### src/rtl/paquete_alu_pkg.sv
// Shared types and default sizes for the 8-bit ALU block datapath.
// Used by both the input and the output block registers.
package paquete_alu_pkg;

    typedef enum logic {
        RECIBIENDO = 1'b0,
        LLENO      = 1'b1
    } estado_entrada_t;

    localparam int N_BLOQUES_DEF    = 4;
    localparam int ANCHO_BLOQUE_DEF = 8;

    // Index width that stays legal even for degenerate block counts.
    function automatic int ancho_indice(input int n);
        return (n < 2) ? 1 : $clog2(n);
    endfunction

endpackage

### src/rtl/contador_bloques.sv
// Modulo-N block index counter with enable and a synchronous load-to-1.
// Load wins over enable so a first block always restarts the word.
module contador_bloques
    import paquete_alu_pkg::*;
#(
    parameter int N_BLOQUES = N_BLOQUES_DEF,
    parameter int CW        = ancho_indice(N_BLOQUES)
) (
    input  logic          clk,
    input  logic          rst_n,
    input  logic          en_i,
    input  logic          carga_uno_i,
    output logic [CW-1:0] cuenta_o
);

    localparam logic [CW-1:0] ULTIMO = CW'(N_BLOQUES - 1);

    logic [CW-1:0] cuenta_q;
    logic [CW-1:0] cuenta_d;

    always_comb begin
        cuenta_d = cuenta_q;
        if (carga_uno_i) begin
            cuenta_d = CW'(1);
        end else if (en_i) begin
            if (cuenta_q == ULTIMO) begin
                cuenta_d = '0;
            end else begin
                cuenta_d = cuenta_q + CW'(1);
            end
        end
    end

    always_ff @(posedge clk or negedge rst_n) begin
        if (!rst_n) begin
            cuenta_q <= '0;
        end else begin
            cuenta_q <= cuenta_d;
        end
    end

    assign cuenta_o = cuenta_q;

endmodule

### src/rtl/registro_entrada_bloques.sv
// Assembles a wide ALU operand from 8-bit blocks, MSB block first,
// and hands the full word to the ALU core over valid/ready.
module registro_entrada_bloques
    import paquete_alu_pkg::*;
#(
    parameter int N_BLOQUES    = N_BLOQUES_DEF,
    parameter int ANCHO_BLOQUE = ANCHO_BLOQUE_DEF,
    localparam int CW          = ancho_indice(N_BLOQUES),
    localparam int AW          = N_BLOQUES * ANCHO_BLOQUE
) (
    input  logic                    clk,
    input  logic                    rst_n,
    input  logic [ANCHO_BLOQUE-1:0] dato_in,
    input  logic                    dato_valid,
    input  logic                    dato_first,
    output logic                    dato_ready,
    output logic [AW-1:0]           palabra_out,
    output logic                    palabra_valid,
    input  logic                    palabra_ready,
    output logic [CW-1:0]           bloque_actual,
    output logic                    error_sync
);

    localparam logic [CW-1:0] ULTIMO = CW'(N_BLOQUES - 1);

    estado_entrada_t estado_q;
    logic            valid_q;
    logic            error_q;
    logic [AW-1:0]   palabra_q;
    logic [AW-1:0]   palabra_d;
    logic [CW-1:0]   cuenta;
    logic [CW-1:0]   indice;
    logic            transfer;
    logic            ultimo;
    logic            resync;

    assign dato_ready = (estado_q == RECIBIENDO);
    assign transfer   = dato_valid & dato_ready;
    assign indice     = dato_first ? '0 : cuenta;
    assign ultimo     = transfer & ~dato_first & (cuenta == ULTIMO);
    assign resync     = transfer & dato_first & (cuenta != '0);

    contador_bloques #(
        .N_BLOQUES (N_BLOQUES),
        .CW        (CW)
    ) u_contador (
        .clk         (clk),
        .rst_n       (rst_n),
        .en_i        (transfer),
        .carga_uno_i (transfer & dato_first),
        .cuenta_o    (cuenta)
    );

    // Only the addressed block slot changes; the rest of the word holds.
    always_comb begin
        palabra_d = palabra_q;
        if (transfer) begin
            for (int k = 0; k < N_BLOQUES; k++) begin
                if (indice == CW'(k)) begin
                    palabra_d[ANCHO_BLOQUE*(N_BLOQUES-k)-1 -: ANCHO_BLOQUE] = dato_in;
                end
            end
        end
    end

    always_ff @(posedge clk or negedge rst_n) begin
        if (!rst_n) begin
            palabra_q <= '0;
        end else begin
            palabra_q <= palabra_d;
        end
    end

    always_ff @(posedge clk or negedge rst_n) begin
        if (!rst_n) begin
            estado_q <= RECIBIENDO;
            valid_q  <= 1'b0;
            error_q  <= 1'b0;
        end else begin
            error_q <= resync;
            unique case (estado_q)
                RECIBIENDO: begin
                    if (ultimo) begin
                        estado_q <= LLENO;
                        valid_q  <= 1'b1;
                    end
                end
                LLENO: begin
                    if (palabra_ready) begin
                        estado_q <= RECIBIENDO;
                        valid_q  <= 1'b0;
                    end
                end
            endcase
        end
    end

    assign palabra_out   = palabra_q;
    assign palabra_valid = valid_q;
    assign bloque_actual = cuenta;
    assign error_sync    = error_q;

endmodule

### config.mk
export PLATFORM = sky130hd
export DESIGN_NAME = registro_entrada_bloques
export DESIGN_NICKNAME = d
export VERILOG_FILES = /design/src/rtl/paquete_alu_pkg.sv /design/src/rtl/contador_bloques.sv /design/src/rtl/registro_entrada_bloques.sv
export SDC_FILE = /design/constraint.sdc
export NUM_CORES = 1
export LEC_CHECK = 0
export ABC_CLOCK_PERIOD_IN_PS = 2700
export CORE_UTILIZATION = 40
export DETAILED_ROUTE_END_ITERATION = 10
export HOLD_SLACK_MARGIN = 0.15
export PLACE_DENSITY = 0.69
export SLEW_MARGIN = 20
export SYNTH_ARGS = -nofsm -noshare
export SYNTH_HDL_FRONTEND = slang
export SYNTH_HIERARCHICAL = 1
export SYNTH_SLANG_ARGS = --single-unit
### constraint.sdc
create_clock -name clk -period 2.7 [get_ports clk]
set_input_delay 0.405 -clock clk [delete_from_list [all_inputs] [get_ports clk]]
set_output_delay 0.405 -clock clk [all_outputs]
set_load 0.05 [all_outputs]
; ---- Yosys cells after proc, flatten, opt, wreduce, memory -nomap -nowiden
; Cells that the tools add are included.
; Widths: inputs -> output; s select.
[word_totals]
output_inout_bits = 37
input_bits = 13
ff_bits = 37
[op_classes]
n_eq_ne = 6
bitwise_logic = 7
add_sub_neg = 1
muxes = 10
reduce_logical = 8
[ops]
columns = operator, count
row1 = $reduce_and 2->1, 5
row2 = $mux 2, 4
row3 = $eq 2x2->1 const B, 3
row4 = $and 1x1->1, 5
row5 = $mux 1, 4
row6 = $pmux 1 s2, 2
row7 = $reduce_bool 2->1, 2
row8 = $add 2x1->2 const B, 1
row9 = $eq 2x1->1 const B, 1
row10 = $logic_not 2->1, 1
row11 = $ne 2x1->1 const B, 1
row12 = $ne 2x2->1 const B, 1
row13 = $not 1->1, 2

; ---- Depth between registers and ports, before layout
; Gate-level depths: netlist of run 1.
[logic_depth]
word_depth = 6
mapped_depth = 4
mapped_depth_nobuf = 3

; ---- Cells and area by module
; Netlist of run 1, hierarchy kept.
[modules_own_cells]
columns = module, seq_area_each_um2, cells_each, area_each_um2, instances
row1 = registro_entrada_bloques, 875.8, 82, 1345.0, 1
row2 = contador_bloques, 50.0, 8, 95.1, 1

; ---- Worst setup path after synthesis of run 1
; No wires, ideal clock.
[synth_timing]
path_type = register to register
start = register u_contador.cuenta_q[1], in the netlist u_contador/cuenta_o[1]
end = register palabra_q[24], in the netlist palabra_out[24]
period_less_slack_ps = 1646
arrival_time_ps = 1522
path_slack_ps = 1054
path_stages_with_launch = 4
path_cell_list = dfrtp_1 -> nor2_1 -> o21ai_2 -> mux2_2
[synth_via]
elab_chain_cells = 3
[synth_lines]
columns = element, line_no
row1 = "start, declared", contador_bloques.sv:18  ; logic [CW-1:0] cuenta_q;
row2 = "start signal, assigned", contador_bloques.sv:38  ; cuenta_q <= cuenta_d;
row3 = $mux 2, registro_entrada_bloques.sv:39  ; assign indice = dato_first ? '0 : cuenta;
row4 = $logic_not 2->1, registro_entrada_bloques.sv:59  ; if (indice == CW'(k)) begin
row5 = $reduce_and 2->1 (no line), --
row6 = "end signal, assigned", registro_entrada_bloques.sv:70  ; palabra_q <= palabra_d;
row7 = "end, declared", registro_entrada_bloques.sv:29  ; logic [AW-1:0] palabra_q;
; Every way passes these cells.
; A chain may end at the register's enable or synchronous reset.

; ---- Worst setup path in the final report of run 1
[layout_timing]
start = register u_contador.cuenta_q[1], in the netlist u_contador/cuenta_o[1]
end = output port bloque_actual[1]
[layout_rtl]
columns = element, line_no
row1 = "end, declared", registro_entrada_bloques.sv:20  ; output logic [CW-1:0] bloque_actual,
; No word-level cell between the ends.

==> impl_summary.log, run 1 <==
[metrics] outcome: finished clean
[metrics] Clock Pin Slew Worst Setup and Hold Paths: roughly 110 ps
[metrics] dominant cells by area after synthesis: dfrtp_1 (64%), mux2_2 (25%), nand4b_2 (1.0%)
[metrics] sum of net half-perimeters after detailed placement: 2.10 mm
[metrics] number of vias per cell: approximately 5
[metrics] number of antenna-violating nets in the routed design: 0
[metrics] number of global-route vias before repair: between 900 and 1000
[metrics] Post-CTS Resized: 0
[metrics] area added between synthesis and finish: 40.5%
[metrics] CTS root buf: clkbuf_4
[metrics] xor and xnor fraction of the mapped netlist area: 0
[metrics] maximum operating frequency: approximately 480 MHz
[metrics] average cell area after synthesis: 16.0 um2
[metrics] top post-synthesis cells by count: dfrtp_1 (37), mux2_2 (32), nand2_1 (3), nor2_1 (3), nor2b_1 (2)
[metrics] starting density of the core: 0.425
[metrics] area share of and/or/nand/nor cells after synthesis: 0.0652
[metrics] Netlist Area Pre-Place: around 1400 um2
[metrics] number of antenna violations at the first check in global routing: 0
[metrics] aggregate negative setup slack: 0 ps
[metrics] Die ar.: about 3800 um2
[metrics] gate count after technology mapping: 90
[metrics] Worst-Margin Slew: 806 ps
[metrics] count of different cell masters after synthesis: 18
[metrics] weighted congestion at the end of routability-driven global placement: 0.708
[metrics] Max transition margin: 0.462
[metrics] primary flip-flop cell chosen by synthesis mapping: dfrtp_1
[metrics] type of element launching the critical path: register
[metrics] cell family with most CP delay: buffers and inverters
[metrics] most used standard cell by instance count after synthesis: dfrtp_1
[metrics] cts bufs inserted: 5
[metrics] worst hold slack after final layout: roughly 140 ps
[metrics] worst setup path class: reg2out
[metrics] TritonCTS clock tree: built
[metrics] global-route wire length before repair: 4.64 mm
[metrics] adder and majority cell fraction of the synthesized area: 0.00869
[metrics] r2r worst-path depth: 3
[metrics] cells along the critical path: clkdlybuf4s50_1
[metrics] nets: roughly 160
[metrics] area fraction in compound gates after synthesis: 0.0156
[metrics] terminus of the critical flop-to-flop path: palabra_out[19]$_DFFE_PN0P_
[metrics] combinational family with the most area after synthesis: multiplexers
[metrics] number of enable flip-flop cells after synthesis: 0
[metrics] number of flip-flops and latches in the synthesized netlist: 37
[metrics] number of rows in the core area: 21
[metrics] Hold Crit Class: in2async
[metrics] setup repair after global routing missed its margin: no
[metrics] number of levels in the clock H-tree: 2
[metrics] overall fraction of global-route tracks in use: 0.180
[metrics] chip width: about 62 um
[metrics] violation count after the first detailed-route iteration: between 40 and 50
[metrics] max capacitance violation total: 0
[metrics] library cell contributing the largest single delay on the critical path: clkdlybuf4s50_1
[metrics] max incr delay on CP: 860 ps
[metrics] drt first pass iters: 4
[metrics] synthesized netlist net count: roughly 100
[metrics] Core Footprint: ~3400 um2
[metrics] Storage cell area: slightly above 900 um2
[metrics] ant diodes: 0
[metrics] element type at the critical path end: primary output
[metrics] number of vias after detailed routing: about 960
[metrics] average routed wire per standard cell: between 15 and 20 um
[metrics] largest net degree at the start of global routing: 38
[metrics] share of flip-flops with an asynchronous set or reset: 1.00
[metrics] Yosys warnings: 6
[metrics] Setup Skew: 3.89 ps
[metrics] aggregate routed wire length: between 3 and 4 mm
[metrics] Max FO, Critical Path: 7
[metrics] beginning of the critical path: u_contador/cuenta_o[1]$_DFFE_PN0P_
[metrics] max-slew violations: 0
[metrics] reg-to-reg critical path startpoint: estado_q$_DFF_PN0_
[metrics] multi-input gate area in the final layout: 499 um2
[metrics] data arrival time of the critical path: between 1500 and 2000 ps
[metrics] Port-buffer cells: 49
[metrics] setup bufs post-CTS: 0
[metrics] Critical Path RT: ~2300 ps
[metrics] post-route fraction of the period consumed by the critical path: 0.777
[metrics] worst path buffer plus inverter count: 1
[metrics] layout cells sized above 1: 0.308
[metrics] Synth area leader: dfrtp_1
[metrics] Post-route DRC: 0
[metrics] count of hold buffers inserted by post-cts repair: 0
[metrics] insertion delay of the later-clocked pin in the worst-skew pair: around 340 ps
[metrics] share of Yosys cell area claimed by the top area cell type: 0.643
[metrics] die span in y: about 62 um
[metrics] num ports: 50
[metrics] number of buffers on the longest clock path: 2
[metrics] setup slack, reg-to-reg: between 1000 and 1500 ps
[metrics] Filler Cell Count: 276
[metrics] number of failing setup endpoints in the final timing report: 0
[metrics] sequential share of the synthesized area: 0.643
[metrics] clock sinks: 37
[metrics] multiplexer area fraction after synthesis: 0.257
[metrics] final hold viol count: 0
[metrics] Min Clock Period, post-route: between 2000 and 2500 ps
[metrics] remaining global-route overflow: 0
metrics by stage:
stage / cells / area, um2 / util / worst slack, ps
4_1_cts: 192 / 2020 / 0.597 / 575
3_5_place_dp: 184 / 1970 / 0.582 / 661
6_report: 192 / 2020 / 0.597 / 601
3_3_place_gp: 184 / 1970 / 0.582 / 717
5_1_grt: 192 / 2020 / 0.597 / 527
2_1_floorplan: 90 / 1440 / - / 1050
per-layer routing:
metal / vias up / track usage / wire (um)
met4: 0 / 0.114 / 53
met2: 39 / 0.267 / 1430
met3: 5 / 0.0745 / 246
met1: 483 / 0.215 / 1280
li1: 431 / - / -
met5: - / 0 / 0
state kept, by name, indices dropped and copies added, names as in the netlist:
| register | count |
|---|---|
| palabra_out | 32 |
| error_sync | 1 |
| estado_q | 1 |
| palabra_valid | 1 |
| u_contador/cuenta_o | 2 |
worst max path at each step:
stage                             endpoint  slack (ps)  depth (start not counted)
3_5_place_dp   palabra_out[19]$_DFFE_PN0P_         660                          4
5_1_grt                   bloque_actual[1]         530                          1
2_1_floorplan  palabra_out[24]$_DFFE_PN0P_        1050                          3
4_1_cts                   bloque_actual[1]         580                          1
3_3_place_gp   palabra_out[21]$_DFFE_PN0P_         720                          4
6_report                  bloque_actual[1]         600                          1
area by class of cell:
cell class	instances	area share
clock buffers	6	0.0204
flip-flops and latches	37	0.458
well taps	46	0.0284
repair buffers	49	0.240
clock inverters	2	0.00495
multi-input cells	51	0.247
inverters	1	0.00186
cells in the final DEF (no fill, tap or decap), types with 2 or more instances in the layout:
cell | netlist | layout
mux2_2 | 32 | 32
clkdlybuf4s50_1 | 0 | 48
nor2_1 | 3 | 3
nand2_1 | 3 | 3
clkbuf_4 | 0 | 5
dfrtp_1 | 37 | 37
nor2b_1 | 2 | 2
clkinv_2 | 0 | 2
cell families after synthesis:
group / count (synthesis)
muxes: 33
AOI/OAI and AO/OA: 3
DFF: 37
adders and majority gates: 1
and+or+nand+nor: 14
buffers and inverters: 2
Power of run 1 is not shown: default switching activity piles up to over one toggle a cycle in this logic, so the estimate is an artifact.
==> run 2, diff against run 1 <==
--- a/config.mk
+++ b/config.mk
@@ -5,7 +5,7 @@
 export SDC_FILE = /design/constraint.sdc
 export NUM_CORES = 1
 export LEC_CHECK = 0
-export ABC_CLOCK_PERIOD_IN_PS = 2700
+export ABC_CLOCK_PERIOD_IN_PS = 2100
 export CORE_UTILIZATION = 40
 export DETAILED_ROUTE_END_ITERATION = 10
 export HOLD_SLACK_MARGIN = 0.15
==> constraint.sdc (replaced) <==
create_clock -name clk -period 2.1 [get_ports clk]
set_input_delay 0.315 -clock clk [delete_from_list [all_inputs] [get_ports clk]]
set_output_delay 0.315 -clock clk [all_outputs]
set_load 0.05 [all_outputs]
==> run 2 against run 1 <==
Net effect:
- setup slack lost 480 ps
- flip-flop and latch count unchanged
- die area stayed put
- clock skew increased by 3.0 ps
- hold slack improved by 370 ps
- final area grew 1.8%
- cell count increased by 1.0%
- first-iteration DRC count decreased by 9.1%
- critical path depth unchanged
- non-clock buffer count is 2 higher
- global-route usage shrank 0.42 points
- via count decreased by 0.63%
- critical path type unchanged
- critical endpoint unchanged
- largest cell class unchanged
- highest routed layer unchanged
==> impl_summary.log, run 2 (same netlist as run 1, synthesis figures left out) <==
[metrics] outcome: finished clean (unchanged)
[metrics] chip width: 62 um (unchanged)
[metrics] Die ar.: 3840 um2 (unchanged)
[metrics] Hold Crit Class: reg2reg (was in2async)
[metrics] post-route fraction of the period consumed by the critical path: 0.942
[metrics] top library cells by usage in the layout, fill and taps aside: clkdlybuf4s50_1 (48), dfrtp_1 (37), mux2_2 (32) (unchanged)
[metrics] worst-case setup margin in the final layout: 123 ps (was 601 ps)
[metrics] routed metal-1 wire length: 1.28 mm (about the same)
[metrics] max reg flops: 32 (unchanged)
[metrics] layout cells sized above 1: 0.318 (was 0.308)
[metrics] number of levels in the clock H-tree: 2 (unchanged)
[metrics] count of hold buffers inserted by post-cts repair: 1 (was 0)
[metrics] type of element launching the critical path: register (unchanged)
[metrics] number of vias after detailed routing: 952 (was 958)
[metrics] worst setup path class: reg2out (unchanged)
[metrics] final hold viol count: 0 (unchanged)
[metrics] worst path buffer plus inverter count: 1 (unchanged)
[metrics] number of global-route vias before repair: 987 (was 970)
[metrics] violation count after the first detailed-route iteration: 40 (was 44)
[metrics] cts bufs inserted: 5 (unchanged)
[metrics] Worst-Margin Slew: 795 ps (was 806 ps)
[metrics] largest net degree at the start of global routing: 38 (unchanged)
[metrics] TritonCTS clock tree: built (unchanged)
[metrics] cell family with most CP delay: buffers and inverters (unchanged)
[metrics] starting density of the core: 0.425 (unchanged)
[metrics] Post-CTS Resized: 0 (unchanged)
[metrics] setup bufs post-CTS: 0 (unchanged)
[metrics] average routed wire per standard cell: 14.9 um (was 15.7 um)
[metrics] die span in y: 62 um (unchanged)
[metrics] max-slew violations: 0 (unchanged)
[metrics] number of rows in the core area: 21 (unchanged)
[metrics] clock sinks: 37 (unchanged)
[metrics] Critical Path RT: 1780 ps (was 2300 ps)
[metrics] Core Footprint: 3390 um2 (unchanged)
[metrics] drt first pass iters: 4 (unchanged)
[metrics] most frequent standard cell in the layout excluding fill and tap cells: clkdlybuf4s50_1 (unchanged)
[metrics] Max FO, Critical Path: 7 (unchanged)
[metrics] Setup Skew: 6.86 ps (was 3.89 ps)
[metrics] number of vias per cell: 4.91 (was 4.99)
[metrics] element type at the critical path end: primary output (unchanged)
[metrics] max incr delay on CP: 850 ps (was 860 ps)
[metrics] maximum operating frequency: between 500 and 600 MHz
[metrics] weighted congestion at the end of routability-driven global placement: 0.709 (was 0.708)
[metrics] CTS root buf: clkbuf_4 (unchanged)
[metrics] library cell contributing the largest single delay on the critical path: clkdlybuf4s50_1 (unchanged)
[metrics] cells along the critical path: clkdlybuf4s50_1 (unchanged)
[metrics] ant diodes: 0 (unchanged)
[metrics] aggregate routed wire length: 2.90 mm (was 3.01 mm)
[metrics] Max transition margin: 0.470 (was 0.462)
[metrics] area added between synthesis and finish: 43.0% (was 40.5%)
[metrics] overall fraction of global-route tracks in use: 0.175 (was 0.180)
[metrics] setup repair after global routing missed its margin: no (unchanged)
[metrics] Port-buffer cells: 49 (unchanged)
[metrics] number of antenna violations at the first check in global routing: 0 (unchanged)
[metrics] worst hold slack after final layout: 512 ps (was 144 ps)
[metrics] number of failing setup endpoints in the final timing report: 0 (unchanged)
[metrics] aggregate negative setup slack: 0 ps (unchanged)
[metrics] Min Clock Period, post-route: ~2000 ps
[metrics] max capacitance violation total: 0 (unchanged)
[metrics] pre-CTS setup slack: 216 ps (was 661 ps)
[metrics] Highest Signal Layer: met4 (unchanged)
[metrics] num ports: 50 (unchanged)
[metrics] Post-route DRC: 0 (unchanged)
[metrics] met3 wire length: 226 um (was 246 um)
[metrics] insertion delay of the later-clocked pin in the worst-skew pair: 330 ps (was 340 ps)
[metrics] sum of net half-perimeters after detailed placement: 2.08 mm (was 2.10 mm)
[metrics] Clock Pin Slew Worst Setup and Hold Paths: 100 ps (was 110 ps)
[metrics] data arrival time of the critical path: 1660 ps (was 1690 ps)
[metrics] nets: 161 (was 159)
[metrics] global-route wire length before repair: 4.57 mm (was 4.64 mm)
[metrics] number of antenna-violating nets in the routed design: 0 (unchanged)
[metrics] number of buffers on the longest clock path: 2 (unchanged)
[metrics] remaining global-route overflow: 0 (unchanged)
[metrics] length of routed met2 wiring: 1.32 mm (was 1.43 mm)
run 2: path summary, 6_finish.rpt:
| path | from | to | slack [ps] | cells after the start |
|---|---|---|---|---|
| max | u_contador/cuenta_o[1]$_DFFE_PN0P_ | bloque_actual[1] | 120 | 1 |
| max reg2reg | estado_q$_DFF_PN0_ | palabra_out[0]$_DFFE_PN0P_ | 630 | 3 |
| max in group asynchronous | rst_n | palabra_out[8]$_DFFE_PN0P_ | 1000 | 2 |
| min reg2reg | palabra_valid$_DFFE_PN0P_ | palabra_valid$_DFFE_PN0P_ | 510 | 2 |
| min in group asynchronous | rst_n | error_sync$_DFF_PN0_ | 600 | 2 |
| min | palabra_valid$_DFFE_PN0P_ | palabra_valid$_DFFE_PN0P_ | 510 | 2 |
run 2: routing by layer:
layer  track usage  vias to the layer above
li1              -                      431
met1         0.217                      471
met2         0.258                       41
met3        0.0683                        9
met4         0.108                        0
met5             0                        -
run 2: per-stage QoR:
stage          utilization  std cells  area (um2)
3_3_place_gp         0.584        185        1980
2_1_floorplan            -         90        1440
5_1_grt              0.608        194        2060
3_5_place_dp         0.584        185        1980
6_report             0.608        194        2060
4_1_cts              0.608        194        2060
run 2: final cells by class:
| type | instances | area [um2] |
|---|---|---|
| fillers | 275 | 1330 |
| well taps | 46 | 57.6 |
| multi-input cells | 51 | 499 |
| repair buffers | 51 | 503 |
| flip-flops and latches | 37 | 926 |
| clock inverters | 1 | 5.00 |
| inverters | 1 | 3.75 |
| clock buffers | 7 | 65.1 |
Power of run 2 is left out for the same reason.
==> run 3, diff against run 2 <==
--- a/config.mk
+++ b/config.mk
@@ -5,7 +5,7 @@
 export SDC_FILE = /design/constraint.sdc
 export NUM_CORES = 1
 export LEC_CHECK = 0
-export ABC_CLOCK_PERIOD_IN_PS = 2100
+export ABC_CLOCK_PERIOD_IN_PS = 2160
 export CORE_UTILIZATION = 40
 export DETAILED_ROUTE_END_ITERATION = 10
 export HOLD_SLACK_MARGIN = 0.15
==> constraint.sdc (replaced) <==
create_clock -name clk -period 2.16 [get_ports clk]
set_input_delay 0.324 -clock clk [delete_from_list [all_inputs] [get_ports clk]]
set_output_delay 0.324 -clock clk [all_outputs]
set_load 0.05 [all_outputs]
==> run 3 against run 2 <==
Net effect:
- global-route usage is 0.37 points higher
- largest cell class unchanged
- hold slack got worse by 14 ps
- critical path type unchanged
- sequential share of layout area up 0.47 points
==> impl_summary.log, run 3 (same netlist as run 1, synthesis figures left out) <==
[metrics] outcome: finished clean (unchanged)
[metrics] Min Clock Period, post-route: between 1500 and 2000 ps
[metrics] Core Footprint: 3390 um2 (unchanged)
[metrics] max incr delay on CP: 850 ps (about the same)
[metrics] type of element launching the critical path: register (unchanged)
[metrics] setup bufs post-CTS: 0 (unchanged)
[metrics] Clock Pin Slew Worst Setup and Hold Paths: 100 ps (about the same)
[metrics] setup slack, reg-to-reg: 670 ps (was 630 ps)
[metrics] number of antenna violations at the first check in global routing: 0 (unchanged)
[metrics] drt first pass iters: 3 (was 4)
[metrics] max reg flops: 32 (unchanged)
[metrics] layout cells sized above 1: 0.297 (was 0.318)
[metrics] aggregate negative setup slack: 0 ps (unchanged)
[metrics] setup repair after global routing missed its margin: no (unchanged)
[metrics] violation count after the first detailed-route iteration: 18 (was 40)
[metrics] ant diodes: 0 (unchanged)
[metrics] sum of net half-perimeters after detailed placement: 2.06 mm (was 2.08 mm)
[metrics] count of hold buffers inserted by post-cts repair: 1 (unchanged)
[metrics] area added between synthesis and finish: 41.5% (was 43.0%)
[metrics] die span in y: 62 um (unchanged)
[metrics] starting density of the core: 0.425 (unchanged)
[metrics] worst path buffer plus inverter count: 1 (unchanged)
[metrics] Critical Path RT: 1840 ps (was 1780 ps)
[metrics] element type at the critical path end: primary output (unchanged)
[metrics] Post-CTS Resized: 0 (unchanged)
[metrics] number of levels in the clock H-tree: 2 (unchanged)
[metrics] TritonCTS clock tree: built (unchanged)
[metrics] number of failing setup endpoints in the final timing report: 0 (unchanged)
[metrics] library cell contributing the largest single delay on the critical path: clkdlybuf4s50_1 (unchanged)
[metrics] global-route wire length before repair: 4.61 mm (was 4.57 mm)
[metrics] most frequent standard cell in the layout excluding fill and tap cells: clkdlybuf4s50_1 (unchanged)
[metrics] reg-to-reg critical path startpoint: estado_q$_DFF_PN0_ (unchanged)
[metrics] Port-buffer cells: 49 (unchanged)
[metrics] Max transition margin: 0.472 (was 0.470)
[metrics] cts bufs inserted: 5 (unchanged)
[metrics] data arrival time of the critical path: 1660 ps (about the same)
[metrics] largest net degree at the start of global routing: 38 (unchanged)
[metrics] number of antenna-violating nets in the routed design: 0 (unchanged)
[metrics] CTS root buf: clkbuf_4 (unchanged)
[metrics] cell family with most CP delay: buffers and inverters (unchanged)
[metrics] number of rows in the core area: 21 (unchanged)
[metrics] Post-route DRC: 0 (unchanged)
[metrics] number of vias per cell: 4.95 (was 4.91)
[metrics] post-route fraction of the period consumed by the critical path: 0.919
[metrics] Filler Cell Count: 282 (was 275)
[metrics] final hold viol count: 0 (unchanged)
[metrics] remaining global-route overflow: 0 (unchanged)
[metrics] number of vias after detailed routing: 961 (was 952)
[metrics] average routed wire per standard cell: 15.2 um (was 14.9 um)
[metrics] nets: 161 (unchanged)
[metrics] chip width: 62 um (unchanged)
[metrics] number of buffers on the longest clock path: 2 (unchanged)
[metrics] clock sinks: 37 (unchanged)
[metrics] max capacitance violation total: 0 (unchanged)
[metrics] insertion delay of the later-clocked pin in the worst-skew pair: 330 ps (about the same)
[metrics] num ports: 50 (unchanged)
[metrics] Die ar.: 3840 um2 (unchanged)
[metrics] weighted congestion at the end of routability-driven global placement: 0.709 (about the same)
[metrics] Hold Crit Class: reg2reg (unchanged)
[metrics] number of global-route vias before repair: 973 (was 987)
[metrics] worst setup path class: reg2out (unchanged)
[metrics] maximum operating frequency: 504 MHz
[metrics] top library cells by usage in the layout, fill and taps aside: clkdlybuf4s50_1 (48), dfrtp_1 (37), mux2_2 (32) (unchanged)
[metrics] max-slew violations: 0 (unchanged)
[metrics] placed insts: 185 (unchanged)
[metrics] overall fraction of global-route tracks in use: 0.179 (was 0.175)
[metrics] Worst-Margin Slew: 791 ps (was 795 ps)
[metrics] aggregate routed wire length: 2.94 mm (was 2.90 mm)
[metrics] non-filler cells, final: 194 (unchanged)
[metrics] Max FO, Critical Path: 7 (unchanged)
[metrics] cells along the critical path: clkdlybuf4s50_1 (unchanged)
[metrics] origin of the worst min-delay path: palabra_valid$_DFFE_PN0P_ (unchanged)
[metrics] Setup Skew: 4.35 ps (was 6.86 ps)
[metrics] beginning of the critical path: u_contador/cuenta_o[1]$_DFFE_PN0P_ (unchanged)
==> run 3: cell types whose count changed in the layout (fill, tap and decap cells not counted) <==
cell	change
clkbuf_8	-2
clkinv_2	-1
clkbuf_1	+3
==> run 3: worst paths after layout <==
| check | end | cells past startpoint |
|---|---|---|
| min reg2reg | palabra_valid$_DFFE_PN0P_ | 2 |
| max | bloque_actual[1] | 1 |
| min in group asynchronous | error_sync$_DFF_PN0_ | 2 |
| max in group asynchronous | palabra_out[15]$_DFFE_PN0P_ | 2 |
| min | palabra_valid$_DFFE_PN0P_ | 2 |
| max reg2reg | palabra_out[6]$_DFFE_PN0P_ | 3 |
==> run 3: stage by stage <==
stage / cell area (um2) / setup slack [ps] / hold slack (ps) / utilization
CTS: 2040 / 149 / 505 / 0.601
detailed placement: 1980 / 271 / 459 / 0.584
global placement: 1980 / 297 / 448 / 0.584
floorplan: 1440 / 514 / 28.4 / -
global route: 2040 / 96.6 / 537 / 0.601
finish: 2040 / 175 / 497 / 0.601
==> run 3: layout make-up <==
cell class / instances / area (um2) / area share
multi-input cells: 51 / 499 / 0.245
clock buffers: 8 / 48.8 / 0.0239
flip-flops and latches: 37 / 926 / 0.454
well taps: 46 / 57.6 / 0.0282
inverters: 1 / 3.75 / 0.00184
repair buffers: 51 / 503 / 0.247
==> run 3: metal layers <==
layer | global-route usage | wire length (um)
met1 | 0.204 | 1260
met2 | 0.287 | 1390
met3 | 0.0745 | 250
met4 | 0.0952 | 40
met5 | 0 | 0
==> run 3: worst reg2reg max path, cell delays in order, from the launching register on <==
cell	delay [ps]
dfrtp_1	430
nor2_2	180
nand4_2	360
mux2_2	410
Power of run 3 is left out for the same reason.
